<file path="src/rtl/arm_pkg.sv">
// arm_pkg: shared constants for the ARM execute stage.
//   - ALU command encodings
//   - shift-type encodings for register operands
//   - NZCV bit positions in the status nibble
//   - state encoding of the iterative multiplier FSM (used with MUL_EN)
package arm_pkg;

  localparam logic [3:0] CMD_MOV = 4'b0001;
  localparam logic [3:0] CMD_ADD = 4'b0010;
  localparam logic [3:0] CMD_ADC = 4'b0011;
  localparam logic [3:0] CMD_SUB = 4'b0100;
  localparam logic [3:0] CMD_SBC = 4'b0101;
  localparam logic [3:0] CMD_AND = 4'b0110;
  localparam logic [3:0] CMD_ORR = 4'b0111;
  localparam logic [3:0] CMD_EOR = 4'b1000;
  localparam logic [3:0] CMD_MVN = 4'b1001;
  localparam logic [3:0] CMD_MUL = 4'b1010;

  localparam logic [1:0] SH_LSL = 2'b00;
  localparam logic [1:0] SH_LSR = 2'b01;
  localparam logic [1:0] SH_ASR = 2'b10;
  localparam logic [1:0] SH_ROR = 2'b11;

  localparam int unsigned ST_N = 3;
  localparam int unsigned ST_Z = 2;
  localparam int unsigned ST_C = 1;
  localparam int unsigned ST_V = 0;

  typedef enum logic [1:0] {
    MUL_IDLE = 2'b00,
    MUL_BUSY = 2'b01,
    MUL_DONE = 2'b10
  } mul_state_e;

endpackage

</file>
<file path="src/rtl/val2_gen.sv">
// val2_gen: second-operand generator (purely combinational).
// Ports:
//   mem_rw         in  load/store: operand is the 12-bit zero-extended offset
//   imm            in  operand is an 8-bit immediate rotated right by 2*[11:8]
//   shift_operand  in  instruction bits [11:0]
//   val_rm         in  register operand for immediate-amount shifts
//   val2           out selected second operand
module val2_gen
  import arm_pkg::*;
(
  input  logic        mem_rw,
  input  logic        imm,
  input  logic [11:0] shift_operand,
  input  logic [31:0] val_rm,
  output logic [31:0] val2
);

  logic [4:0]  rot_amt_s;
  logic [4:0]  sh_amt_s;
  logic [63:0] imm_dbl_s;
  logic [63:0] rm_dbl_s;
  logic [31:0] rm_sh_s;
  logic        unused_s;

  // Rotations are done by shifting a doubled copy; the low half is the rotated word.
  assign rot_amt_s = {shift_operand[11:8], 1'b0};
  assign sh_amt_s  = shift_operand[11:7];
  assign imm_dbl_s = {2{{24'd0, shift_operand[7:0]}}} >> rot_amt_s;
  assign rm_dbl_s  = {val_rm, val_rm} >> sh_amt_s;

  // Register operand shifted by the immediate amount; amount 0 leaves it unchanged.
  always_comb begin
    case (shift_operand[6:5])
      SH_LSL:  rm_sh_s = val_rm << sh_amt_s;
      SH_LSR:  rm_sh_s = val_rm >> sh_amt_s;
      SH_ASR:  rm_sh_s = $signed(val_rm) >>> sh_amt_s;
      SH_ROR:  rm_sh_s = rm_dbl_s[31:0];
      default: rm_sh_s = val_rm;
    endcase
  end

  assign val2 = mem_rw ? {20'd0, shift_operand} :
                imm    ? imm_dbl_s[31:0] : rm_sh_s;

  // Bit 4 would select a register-specified shift, which this stage does not implement.
  assign unused_s = ^{shift_operand[4], imm_dbl_s[63:32], rm_dbl_s[63:32]};

endmodule

</file>
<file path="src/rtl/exe_stage.sv">
// exe_stage: execute stage of the 5-stage ARM pipeline.
// Builds val2, runs the ALU, owns the NZCV status register, computes the
// branch target and registers results into the EX/MEM register.
// Optional macro MUL_EN adds an iterative shift-add multiplier (command 1010)
// that stalls upstream while it works.
// Ports:
//   clk, rst (sync, active high), freeze (memory wait: hold EX/MEM, status, FSM)
//   ID/EX inputs: wb_en, mem_read, mem_write, b, s, imm, alu_command, dest,
//                 status, shift_operand, signed_imm, pc, val_rn, val_rm
//   branch_taken, branch_addr    combinational branch outputs
//   status_out                   registered NZCV
//   stall                        multiplier busy (0 without MUL_EN)
//   *_out                        EX/MEM register contents
module exe_stage
  import arm_pkg::*;
#(
  parameter int WIDTH      = 32,
  parameter int MUL_CYCLES = 32
) (
  input  logic             clk,
  input  logic             rst,
  input  logic             freeze,
  input  logic             wb_en,
  input  logic             mem_read,
  input  logic             mem_write,
  input  logic             b,
  input  logic             s,
  input  logic             imm,
  input  logic [3:0]       alu_command,
  input  logic [3:0]       dest,
  input  logic [3:0]       status,
  input  logic [11:0]      shift_operand,
  input  logic [23:0]      signed_imm,
  input  logic [WIDTH-1:0] pc,
  input  logic [WIDTH-1:0] val_rn,
  input  logic [WIDTH-1:0] val_rm,
  output logic             branch_taken,
  output logic [WIDTH-1:0] branch_addr,
  output logic [3:0]       status_out,
  output logic             stall,
  output logic             wb_en_out,
  output logic             mem_read_out,
  output logic             mem_write_out,
  output logic [WIDTH-1:0] alu_res_out,
  output logic [WIDTH-1:0] val_rm_out,
  output logic [3:0]       dest_out
);

  logic [31:0] val2_s;
  logic [31:0] alu_b_s;
  logic        alu_cin_s;
  logic        is_arith_s;
  logic [31:0] logic_res_s;
  logic [32:0] sum_s;
  logic [31:0] alu_res_s;
  logic        flag_c_s;
  logic        flag_v_s;
  logic [3:0]  new_status_s;
  logic        stall_s;
  logic        mul_done_s;
  logic [31:0] mul_res_s;
  logic        unused_s;

  logic [3:0]  status_q, status_d;
  logic        wb_en_q, wb_en_d, mem_read_q, mem_read_d, mem_write_q, mem_write_d;
  logic [31:0] alu_res_q, alu_res_d, val_rm_q, val_rm_d;
  logic [3:0]  dest_q, dest_d;

  val2_gen u_val2_gen (
    .mem_rw        (mem_read | mem_write),
    .imm           (imm),
    .shift_operand (shift_operand),
    .val_rm        (val_rm),
    .val2          (val2_s)
  );

  assign branch_taken = b;
  assign branch_addr  = pc + {{6{signed_imm[23]}}, signed_imm, 2'b00};

  // ALU operand setup: subtraction is rn + ~val2 + carry-in, so SUB/SBC share the adder.
  always_comb begin
    alu_b_s     = val2_s;
    alu_cin_s   = 1'b0;
    is_arith_s  = 1'b0;
    logic_res_s = 32'd0;
    case (alu_command)
      CMD_ADD: is_arith_s = 1'b1;
      CMD_ADC: begin is_arith_s = 1'b1; alu_cin_s = status[ST_C]; end
      CMD_SUB: begin is_arith_s = 1'b1; alu_b_s = ~val2_s; alu_cin_s = 1'b1; end
      CMD_SBC: begin is_arith_s = 1'b1; alu_b_s = ~val2_s; alu_cin_s = status[ST_C]; end
      CMD_MOV: logic_res_s = val2_s;
      CMD_MVN: logic_res_s = ~val2_s;
      CMD_AND: logic_res_s = val_rn & val2_s;
      CMD_ORR: logic_res_s = val_rn | val2_s;
      CMD_EOR: logic_res_s = val_rn ^ val2_s;
      default: logic_res_s = 32'd0;
    endcase
  end

  assign sum_s = {1'b0, val_rn} + {1'b0, alu_b_s} + {32'd0, alu_cin_s};

  // Result and flags; carry out of the adder is "no borrow" for subtraction.
  // A finished multiply updates N and Z only, keeping the registered C and V.
  always_comb begin
    alu_res_s    = mul_done_s ? mul_res_s : (is_arith_s ? sum_s[31:0] : logic_res_s);
    flag_c_s     = mul_done_s ? status_q[ST_C] : (is_arith_s ? sum_s[32] : status[ST_C]);
    flag_v_s     = mul_done_s ? status_q[ST_V] :
                   (is_arith_s ? ((val_rn[31] == alu_b_s[31]) && (sum_s[31] != val_rn[31]))
                               : status[ST_V]);
    new_status_s = {alu_res_s[31], (alu_res_s == 32'd0), flag_c_s, flag_v_s};
  end

`ifdef MUL_EN
  localparam int CNT_W = $clog2(MUL_CYCLES + 1);

  mul_state_e       mul_state_q, mul_state_d;
  logic [CNT_W-1:0] mul_cnt_q, mul_cnt_d;
  logic [31:0]      prod_q, prod_d, mcand_q, mcand_d, mplier_q, mplier_d;

  // Multiplier FSM. The presentation cycle performs the first shift-add step
  // and already stalls, so IDLE + BUSY together stall for MUL_CYCLES cycles.
  always_comb begin
    mul_state_d = mul_state_q;
    mul_cnt_d   = mul_cnt_q;
    prod_d      = prod_q;
    mcand_d     = mcand_q;
    mplier_d    = mplier_q;
    stall_s     = 1'b0;
    case (mul_state_q)
      MUL_IDLE: begin
        if (alu_command == CMD_MUL) begin
          stall_s     = 1'b1;
          mul_state_d = MUL_BUSY;
          mul_cnt_d   = CNT_W'(1);
          prod_d      = val_rn[0] ? val2_s : 32'd0;
          mcand_d     = val2_s << 1;
          mplier_d    = val_rn >> 1;
        end else begin
          stall_s = 1'b0;
        end
      end
      MUL_BUSY: begin
        stall_s  = 1'b1;
        prod_d   = mplier_q[0] ? (prod_q + mcand_q) : prod_q;
        mcand_d  = mcand_q << 1;
        mplier_d = mplier_q >> 1;
        if (mul_cnt_q == CNT_W'(MUL_CYCLES - 1)) begin
          mul_state_d = MUL_DONE;
        end else begin
          mul_cnt_d = mul_cnt_q + CNT_W'(1);
        end
      end
      MUL_DONE: mul_state_d = MUL_IDLE;
      default:  mul_state_d = MUL_IDLE;
    endcase
  end

  // Multiplier state; freeze holds the counter and partial product.
  always_ff @(posedge clk) begin
    if (rst) begin
      mul_state_q <= MUL_IDLE;
      mul_cnt_q   <= '0;
      prod_q      <= 32'd0;
      mcand_q     <= 32'd0;
      mplier_q    <= 32'd0;
    end else if (!freeze) begin
      mul_state_q <= mul_state_d;
      mul_cnt_q   <= mul_cnt_d;
      prod_q      <= prod_d;
      mcand_q     <= mcand_d;
      mplier_q    <= mplier_d;
    end else begin
      mul_state_q <= mul_state_q;
      mul_cnt_q   <= mul_cnt_q;
      prod_q      <= prod_q;
      mcand_q     <= mcand_q;
      mplier_q    <= mplier_q;
    end
  end

  assign mul_done_s = (mul_state_q == MUL_DONE);
  assign mul_res_s  = prod_q;
`else
  assign stall_s    = 1'b0;
  assign mul_done_s = 1'b0;
  assign mul_res_s  = 32'd0;
`endif

  // Status register and EX/MEM next values; a stall inserts a bubble by clearing control only.
  always_comb begin
    status_d    = status_q;
    wb_en_d     = wb_en_q;
    mem_read_d  = mem_read_q;
    mem_write_d = mem_write_q;
    alu_res_d   = alu_res_q;
    val_rm_d    = val_rm_q;
    dest_d      = dest_q;
    if (!freeze && !stall_s) begin
      status_d    = s ? new_status_s : status_q;
      wb_en_d     = wb_en;
      mem_read_d  = mem_read;
      mem_write_d = mem_write;
      alu_res_d   = alu_res_s;
      val_rm_d    = val_rm;
      dest_d      = dest;
    end else if (!freeze) begin
      wb_en_d     = 1'b0;
      mem_read_d  = 1'b0;
      mem_write_d = 1'b0;
    end else begin
      status_d = status_q;
    end
  end

  // Status and EX/MEM registers.
  always_ff @(posedge clk) begin
    if (rst) begin
      status_q    <= 4'd0;
      wb_en_q     <= 1'b0;
      mem_read_q  <= 1'b0;
      mem_write_q <= 1'b0;
      alu_res_q   <= 32'd0;
      val_rm_q    <= 32'd0;
      dest_q      <= 4'd0;
    end else begin
      status_q    <= status_d;
      wb_en_q     <= wb_en_d;
      mem_read_q  <= mem_read_d;
      mem_write_q <= mem_write_d;
      alu_res_q   <= alu_res_d;
      val_rm_q    <= val_rm_d;
      dest_q      <= dest_d;
    end
  end

  assign stall         = stall_s;
  assign status_out    = status_q;
  assign wb_en_out     = wb_en_q;
  assign mem_read_out  = mem_read_q;
  assign mem_write_out = mem_write_q;
  assign alu_res_out   = alu_res_q;
  assign val_rm_out    = val_rm_q;
  assign dest_out      = dest_q;

  // Only carry and overflow of the incoming NZCV feed the ALU.
  assign unused_s = ^{status[3:2], 32'(MUL_CYCLES)};

endmodule
</file>
<file path="config.mk">
export PLATFORM = sky130hd
export DESIGN_NAME = exe_stage
export DESIGN_NICKNAME = d
export VERILOG_FILES = /design/src/rtl/arm_pkg.sv /design/src/rtl/val2_gen.sv /design/src/rtl/exe_stage.sv
export SDC_FILE = /design/constraint.sdc
export NUM_CORES = 1
export LEC_CHECK = 0
export CAP_MARGIN = 40
export CORE_UTILIZATION = 35
export DETAILED_ROUTE_END_ITERATION = 7
export HOLD_SLACK_MARGIN = 0.12
export PLACE_DENSITY = 0.6
export SLEW_MARGIN = 10
export SYNTH_ARGS = -nofsm -noshare
export SYNTH_HDL_FRONTEND = slang
export SYNTH_SLANG_ARGS = --single-unit
</file>
<file path="constraint.sdc">
create_clock -name clk -period 6.78 [get_ports clk]
set_input_delay 2.034 -clock clk [delete_from_list [all_inputs] [get_ports clk]]
set_output_delay 2.034 -clock clk [all_outputs]
set_load 0.1 [all_outputs]
</file>
* Word-level counts from Yosys, hierarchy flattened
Index checks and enable logic that the tools add are counted.
Widths: inputs -> output; s select.
** Cells by class
- Bitwise logic cells :: 6
- Reduce and logical (&&, ||, !) cells :: 7
- Shift operators :: 5
- Add/subtract/negate cells :: 3
- Multiplexer cells :: 10
- Equal/unequal tests :: 14
** Operators by type and width (count)
- $pmux 32 s5 :: 1
- $mux 32 :: 4
- $pmux 32 s4 :: 1
- $shr 64x5->32 :: 1
- $shr 40x5->32 :: 1
- $add 32x32->33 :: 1
- $add 33x1->33 :: 1
- $add 32x32->32 :: 1
- $and 32x32->32 :: 1
- $logic_not 32->1 :: 1
- $not 32->32 :: 1
- $or 32x32->32 :: 1
- $shl 32x5->32 :: 1
- $shr 32x5->32 :: 1
- $sshr 32x5->32 :: 1
- $xor 32x32->32 :: 1
- $eq 4x3->1 const B :: 4
- $eq 4x2->1 const B :: 2
- $eq 4x4->1 const B :: 2
- $eq 2x2->1 const B :: 2
- $eq 4x1->1 const B :: 1
- $reduce_or 2->1 :: 2
- $reduce_or 4->1 :: 1
- $mux 1 :: 3
- other kinds (9) :: 9
** Word-level totals
- Output and inout bits :: 109
- Bits in registers :: 75
- Input port bits :: 153
- Logic and storage cells :: 52

* Depth between registers and ports, before layout
Gate-level depths: netlist (run 1).
- Word-level depth :: 11
- Depth in mapped cells :: 27
- Depth with buffers taken out :: 22

* Modules after synthesis
From an unflattened synthesis (run 1), not the netlist that was laid out.
** Second synthesis, totals
- Cells, all modules :: 2040
- Area, all modules :: 15304.7 um^2
** Modules (own cells, without submodules)
- exe_stage :: area an instance 9006.1 um^2, times used 1, cells an instance 1186
- val2_gen :: area an instance 6298.5 um^2, times used 1, cells an instance 854

* Worst setup path before layout (run 1)
No wires, ideal clock.
- Kind :: input to output
- Start point :: input port signed_imm[0]
- End point :: output port branch_addr[30]
- Data required time :: 4.746 ns
- Setup slack :: -1.142 ns
- Arrival :: 5.888 ns
- Stages :: 15
- Path through :: ha_1 > inv_1 > fa_1 > nor2b_1 > o21ai_0 > a21oi_1 > o21bai_1 > a21boi_0 > o21ai_0 > a2111o_1 > a31oi_1 > a211o_1 > a21o_1 > a21oi_1 > xnor2_1
** Between the ends
- Cells in the longest elaborated chain, start to end :: 1
** RTL lines
- from (decl) :: RTL line exe_stage.sv:33 : input logic [23:0] signed_imm,
- $add 32x32->32 :: RTL line exe_stage.sv:78 : assign branch_addr = pc + {{6{signed_imm[23]}}, signed_imm, 2'b00};
- to (decl) :: RTL line exe_stage.sv:38 : output logic [WIDTH-1:0] branch_addr,
Every way passes these cells.

* Worst setup path after layout (run 1)
- Start point :: input port val_rm[11]
- End point :: register status_q[2] (netlist: status_out[2])
** Between the ends
- Cells in the longest elaborated chain, start to end :: 10
** RTL lines
- from (decl) :: RTL line exe_stage.sv:36 : input logic [WIDTH-1:0] val_rm,
- $shr 64x5->32, or another cell as far along :: RTL line val2_gen.sv:29 : assign rm_dbl_s = {val_rm, val_rm} >> sh_amt_s;
- $pmux 32 s4 (*) :: RTL line val2_gen.sv:33 : case (shift_operand[6:5])
- $mux 32 (*) :: RTL line val2_gen.sv:43 : imm ? imm_dbl_s[31:0] : rm_sh_s;
- $mux 32 (*) :: RTL line val2_gen.sv:42 : assign val2 = mem_rw ? {20'd0, shift_operand} :
- $not 32->32 :: RTL line exe_stage.sv:89, exe_stage.sv:90, exe_stage.sv:92
- $mux 32
- $add 32x32->33 :: RTL line exe_stage.sv:100 : assign sum_s = {1'b0, val_rn} + {1'b0, alu_b_s} + {32'd0, alu_cin_s};
- $add 33x1->33 :: RTL line exe_stage.sv:100
- $mux 32 (*) :: RTL line exe_stage.sv:105 : alu_res_s = mul_done_s ? mul_res_s : (is_arith_s ? sum_s[31:0] : logic_res_s);
- $logic_not 32->1 (*) :: RTL line exe_stage.sv:110 : new_status_s = {alu_res_s[31], (alu_res_s == 32'd0), flag_c_s, flag_v_s};
- to (signal assigned) :: RTL line exe_stage.sv:226 : status_q <= status_d;
- to (decl) :: RTL line exe_stage.sv:64 : logic [3:0] status_q, status_d;
Mark *: on every way between the ends. The rest lies on a longest branch, timed or not.
A chain may end at the register's enable or synchronous reset.

==> results.md, run 1 <==
* Synth top area share at 0.108
* Crit-path leading delay family: simple AND/OR/NAND/NOR gates
* Post-Syn Instances at 1921
* Clock latency on the worst-skew pair at 0.36 ns
* Leak Pwr at 12.3 nW
* Worst Hold End: alu_res_out[9]
* Fin nets at 3173
* Setup CP Type: input pin to register
* Worst Max-Slew Pin Slew at 0.913 ns
* Count leader, synth: nor2_1
* Die X at 206 um
* Worst slack, placed at -1.52 ns
* First-pass GRT wire length at 126000 um
* Worst-path clk slew at 0.07 ns
* Core area at 0.0408 mm^2
* RSZ-0062 raised after global routing: true
* Pwr Density at 153 mW/mm^2
* Skew final at 0 ns
* IO Count at 262
* Hold depth at 2
* Placed instance count at 3281
* EDFF count, synth at 0
* Final Max Tran Viols at 0
* Setup Viol. Count Final at 8
* Status: finished with violations
* Clk sinks at 75
* Worst relative slew slack at 0.391
* Fin crit period at 7.10 ns
* Die ar. at 0.0423 mm^2
* Worst VDD drop at 174 uV
* Drt pass-1 iters at 6
* Row count at 74
* FILL cells at 3157
* Vias in the first global route at 20011
* Reg2Reg Capture Point: alu_res_out[1]
* Most frequent cells after synthesis: nor2_1, a21oi_1, nand2_1
* Largest net degree at the start of global routing at 75
* Register area share after synthesis at 0.103
* Drt wl/cell at 26.4 um
* Vias per std cell at 6.00
* Initial antenna violation count at 3
* Post-CTS Hold Buffers at 0
* DPL Wire Length at 69800 um
* Final WL at 90700 um
* Area after DPL at 0.0242 mm^2
* GP Congestion at 1.03
* Via count at 20581
* Worst min-delay path category: register to register
* Failing checks: negative setup slack
* Slowest library cell on the worst path: mux4_2
* Max incr delay on CP at 0.56 ns
* Final worst-path cycle share at 1.05
* Seq cells post-synth at 75
* Nature of the critical path endpoint: register
* Initial Util at 0.355
* Die Y at 206 um
* Total GRT Usage at 0.402
* Synth area leader: ha_1
* CTS tree: done
* CTS buffer count at 9
* Finished Cell Area at 0.0275 mm^2
* DR iter-0 viols at 1746
* Routed Antenna Nets at 0
* Max-Cap Viols at 0
* Root Buffer: clkbuf_16
* Asr flop ratio synth at 0
* DRC viols at 0
* Worst Path Arrival at 7.39 ns
* CP Launch Type: input pin
* Critical Path RT at 7.08 ns
* Reg2reg path depth at 2
* Crit path top cell by count: buf_4
* Maximum clock path buffer count at 2
* Synth cell types at 102
* Fmax achieved at 141 MHz
* Final hold vios at 0
* Worst path bufs/invs at 5
* Final Non-Filler Cells at 3433
* Synthesis-to-finish area growth at 89.2%
* Synth Net Count at 2202
* Mapped Area at 0.0145 mm^2
* Crit path cell chain: clkdlybuf4s15_2 -> buf_6 -> mux2_4 -> mux4_2 -> a211o_2 -> nor3b_4 -> or2_4 -> xnor2_1 -> ha_1 -> nor2b_4 -> buf_4 -> buf_4 -> o31a_1 -> o21a_1 -> nor3_2 -> nor3_2 -> nor3_1 -> mux2i_1 -> and4bb_1 -> nand4_1 -> nor4_2 -> buf_4 -> nand4_1 -> o31ai_2
* Syn_area_per_cell at 7.56 um^2
* Hold path start: alu_res_out[9]
* Fraction of layout cells with a size suffix above 1 at 0.461
* IO buf count at 252
* Ys flop type: dfxtp_1
* Setup ws final at -0.317 ns
* Total gr overflow at 0
* RR Startpoint: alu_res_out[1]
* R2r setup slk at 5.96 ns
* Yosys warns at 0
* Top cells by area, synth: ha_1, dfxtp_1, mux2i_1
* CP max FO at 3
* H-tree Lvls at 3
==> cell usage in the layout, fill, tap and decap left out, types with 75 or more instances in the layout <==
cell type	count
clkdlybuf4s50_1	142
mux2i_1	101
nand2_1	141
inv_1	87
buf_4	734
o21ai_0	88
ha_1	101
dfxtp_1	75
nor2_1	185
a21oi_1	117
==> through the flow <==
step	util	TNS [ns]	total power [mW]	hold WS, ns
global route	0.672	-2.13	4.34	0.478
floorplan	-	-0.692	1.90	0.877
CTS	0.640	-0.539	4.00	0.462
global placement	0.548	-24.69	2.99	0.447
detailed placement	0.592	-26.92	3.18	0.456
finish	0.673	-0.829	4.21	0.467
==> how the worst max path moves through the flow <==
stage / slack (ns) / start / cells after the start / to
after floorplan: -0.27 / signed_imm[1] / 9 / branch_addr[23]
after global placement: -1.52 / val_rm[30] / 24 / status_out[2]
after detailed placement: -1.52 / val_rm[30] / 24 / status_out[2]
after CTS: -0.20 / pc[2] / 17 / branch_addr[30]
after global routing: -0.43 / val_rm[14] / 26 / status_out[2]
final: -0.32 / val_rm[11] / 24 / status_out[2]
==> worst reg2reg max path, delay by kind of cell (launching register included) <==
| family | cells | cell delay [ns] |
|---|---|---|
| DFF | 1 | 0.43 |
| and+or+nand+nor | 1 | 0.06 |
| AOI/OAI and AO/OA | 1 | 0.23 |
==> state kept, by name, indices dropped and copies added, names as in the netlist <==
register and flops:
alu_res_out 32, mem_write_out 1, val_rm_out 32, wb_en_out 1, mem_read_out 1, status_out 4
dest_out 4
==> final cells by class <==
cell class	count	area (um^2)	area share
diodes	5	12.5	0.000456
clock buffers	9	225	0.00820
clock inverters	6	138	0.00501
inverters	96	364	0.0133
multi-input cells	1591	13800	0.501
flip-flops and latches	75	1500	0.0547
well taps	532	666	0.0242
repair buffers	1119	10800	0.393
==> kinds of logic after synthesis <==
kind of cell / after synthesis / synth area share
buf+inv: 255 / 0.0791
fa+ha+maj: 128 / 0.112
xor+xnor: 86 / 0.0519
compound gates: 632 / 0.299
simple gates: 543 / 0.171
flops: 75 / 0.103
mux: 201 / 0.183
other cells: 1 / 0.000258
==> report_power, final <==
part | switching, mW | total (mW) | internal [mW]
clock | 0.230 | 0.627 | 0.397
combinational | 1.71 | 3.09 | 1.38
sequential | 0.0197 | 0.491 | 0.471
==> per-layer routing <==
| layer | GRT usage | up-vias | part of all wire |
|---|---|---|---|
| met3 | 0.0691 | 382 | 0.078 |
| li1 | - | 9135 | - |
| met4 | 0.246 | 0 | 0.077 |
| met5 | 0 | - | 0 |
| met1 | 0.469 | 9856 | 0.38 |
| met2 | 0.683 | 1208 | 0.47 |
==> what timing repair did <==
action / CTS / global route
endpoints found under the setup margin: 36 / 25
buffers inserted: 78 / 65
pin swaps: 150 / 148
resized for setup: 358 / 226
cloned: 1 / 4
(Power assumes the default switching activity.)
==> run 2, diff against run 1 <==
CORE_MARGIN = 2   (was not set)
SLEW_MARGIN = 20   (was 10)
==> run 2 against run 1 <==
The run still ends with negative setup slack left. Clock power decreased by 15%. Combinational power decreased by 3%. First-iteration DRC count increased by 8.2%. Global-route usage decreased by 1.6 points. Register-to-register slack got worse by 0.03 ns. Total power decreased by 4.5%. Die area increased by 2.0%. Wire length decreased by 3.0%.
==> results.md, run 2 (same netlist as run 1, synthesis figures left out) <==
* Setup TNS at -0.402 ns
* Sequential share of power at 0.122
* Final hold vios at 0
* Vias in the first global route at 20017
* Post-CTS Hold Buffers at 0
* Gate power share at 0.745
* Int Pwr at 2.09 mW
* Initial antenna violation count at 3
* Slowest library cell on the worst path: or4_4
* GP Congestion at 1.04
* Routed Antenna Nets at 0
* Reg2reg path depth at 2
* Setup CP Type: input pin to register
* Via count at 20135
* Worst VDD drop at 172 uV
* Core area at 0.0409 mm^2
* Die ar. at 0.0431 mm^2
* Worst min-delay path category: register to register
* Synthesis-to-finish area growth at 84.1%
* Worst relative slew slack at 0.419
* Worst Max-Slew Pin Slew at 0.871 ns
* Setup ws final at -0.145 ns
* DR iter-0 viols at 1889
* Final Non-Filler Cells at 3382
* Max-Cap Viols at 0
* Crit-path leading delay family: simple AND/OR/NAND/NOR gates
* RSZ-0062 raised after global routing: true
* Switching share of power at 0.481
* Row count at 74
* Skew final at 0 ns
* Vias per std cell at 5.95
* Nature of the critical path endpoint: register
* Clock network power share at 0.133
* Hold depth at 2
* Critical path depth at 23
* Hold slack final at 0.462 ns
* Final Max Tran Viols at 0
* IO Count at 262
* Leak Pwr at 12.0 nW
* Pwr Density at 151 mW/mm^2
* Final WL at 88000 um
* Max incr delay on CP at 0.55 ns
* IO buf count at 252
* Worst path bufs/invs at 3
* Final Util at 0.653
* Maximum clock path buffer count at 2
* Critical Path RT at 7.06 ns
* Total GRT Usage at 0.386
* Psw at 1.93 mW
* Largest net degree at the start of global routing at 75
* CTS buffer count at 9
* Final worst-path cycle share at 1.02
* DRC viols at 0
* Fin crit period at 6.93 ns
* CTS tree: done
* Total gr overflow at 0
* Status: finished with violations
* Drt wl/cell at 26.0 um
* Failing checks: negative setup slack
* Fmax achieved at 144 MHz
* Drt pass-1 iters at 8
* Fraction of layout cells with a size suffix above 1 at 0.439
* First-pass GRT wire length at 127000 um
* Die X at 208 um
* Root Buffer: clkbuf_16
* Clk sinks at 75
* Initial Util at 0.355
* Worst Path Arrival at 7.20 ns
* Total power at 4.02 mW
* CP max FO at 7
* Fin nets at 3122
* FILL cells at 3374
* CP Launch Type: input pin
* Crit path cell chain: clkdlybuf4s15_1 -> buf_6 -> mux2_2 -> mux4_2 -> nand2b_4 -> o311ai_2 -> nand3_1 -> o221ai_4 -> xnor2_2 -> ha_2 -> or4_4 -> o21ai_4 -> a211oi_2 -> o21a_2 -> buf_6 -> or3_4 -> a31oi_4 -> nand3_4 -> nor3_2 -> nand4_1 -> nor4_4 -> nand4_1 -> o31ai_2
* Setup Viol. Count Final at 4
* Die Y at 208 um
* Most frequent cells in the layout: buf_4, nor2_1, clkdlybuf4s50_1
* DPL Wire Length at 69700 um
* Placed instance count at 3261
* Commonest non-fill, non-tap cell in the layout: buf_4
* H-tree Lvls at 3
* Clock latency on the worst-skew pair at 0.36 ns
* Worst-path clk slew at 0.06 ns
run 2: cell types whose count changed in the layout (fill, tap and decap cells not counted), moves of 5 or more:
cell	delta
dlymetal6s2s_1	+5
ha_1	+5
buf_4	-42
clkdlybuf4s15_1	-5
clkbuf_2	-5
dlygate4sd2_1	+5
buf_6	-11
o21ai_4	-5
mux2i_1	+5
run 2: per-stage QoR:
step	setup slack [ns]	cell area [um^2]
finish	-0.145	26700
global route	-0.306	26700
CTS	-0.187	25600
detailed placement	-1.32	24100
global placement	-1.21	22300
floorplan	-0.269	14700
run 2: timing repair:
action                     in CTS  in global routing
setup buffers                  58                 49
pin swaps                     127                138
cloned                          0                  3
setup endpoints to repair      39                 27
gates resized for setup       273                218
run 2: power groups by stage:
stage               Combinational, mW  Clock (mW)  Sequential [mW]
finish                           3.00       0.535            0.489
global route                     3.11       0.556            0.492
CTS                              2.81       0.538            0.488
detailed placement               2.68           0            0.498
global placement                 2.49           0            0.496
floorplan                        1.19           0            0.710
run 2: path summary, 6_finish.rpt:
check                                    start  slack [ns]        endpoint
worst max-delay path                val_rm[26]       -0.15   status_out[2]
worst min-delay path             status_out[1]        0.46   status_out[1]
worst max register to register  alu_res_out[1]        5.93  alu_res_out[1]
worst min register to register   status_out[1]        0.46   status_out[1]
run 2: cell type report:
cell class                 count  area (um^2)  share of cell area
antenna                        4         10.0            0.000375
clock buffer                   9          225             0.00843
clock inverter                 7         85.1             0.00318
inverter                      96          368              0.0138
multi-input combinational   1591        13500               0.504
sequential                    75         1500              0.0562
tap                          532          666              0.0249
timing repair buffer        1068        10400               0.389
run 2: worst min-delay path: stages, from the launching register on:
cell and delay (ns):
dfxtp_1 0.33, nand2_1 0.05, o21ai_0 0.05
run 2: metal layers:
layer,track usage,wire (um),vias to the layer above
met2,0.664,42200,1024
met3,0.0561,5830,260
met1,0.466,34400,9809
li1,-,-,9042
met5,0,0,-
met4,0.201,5550,0
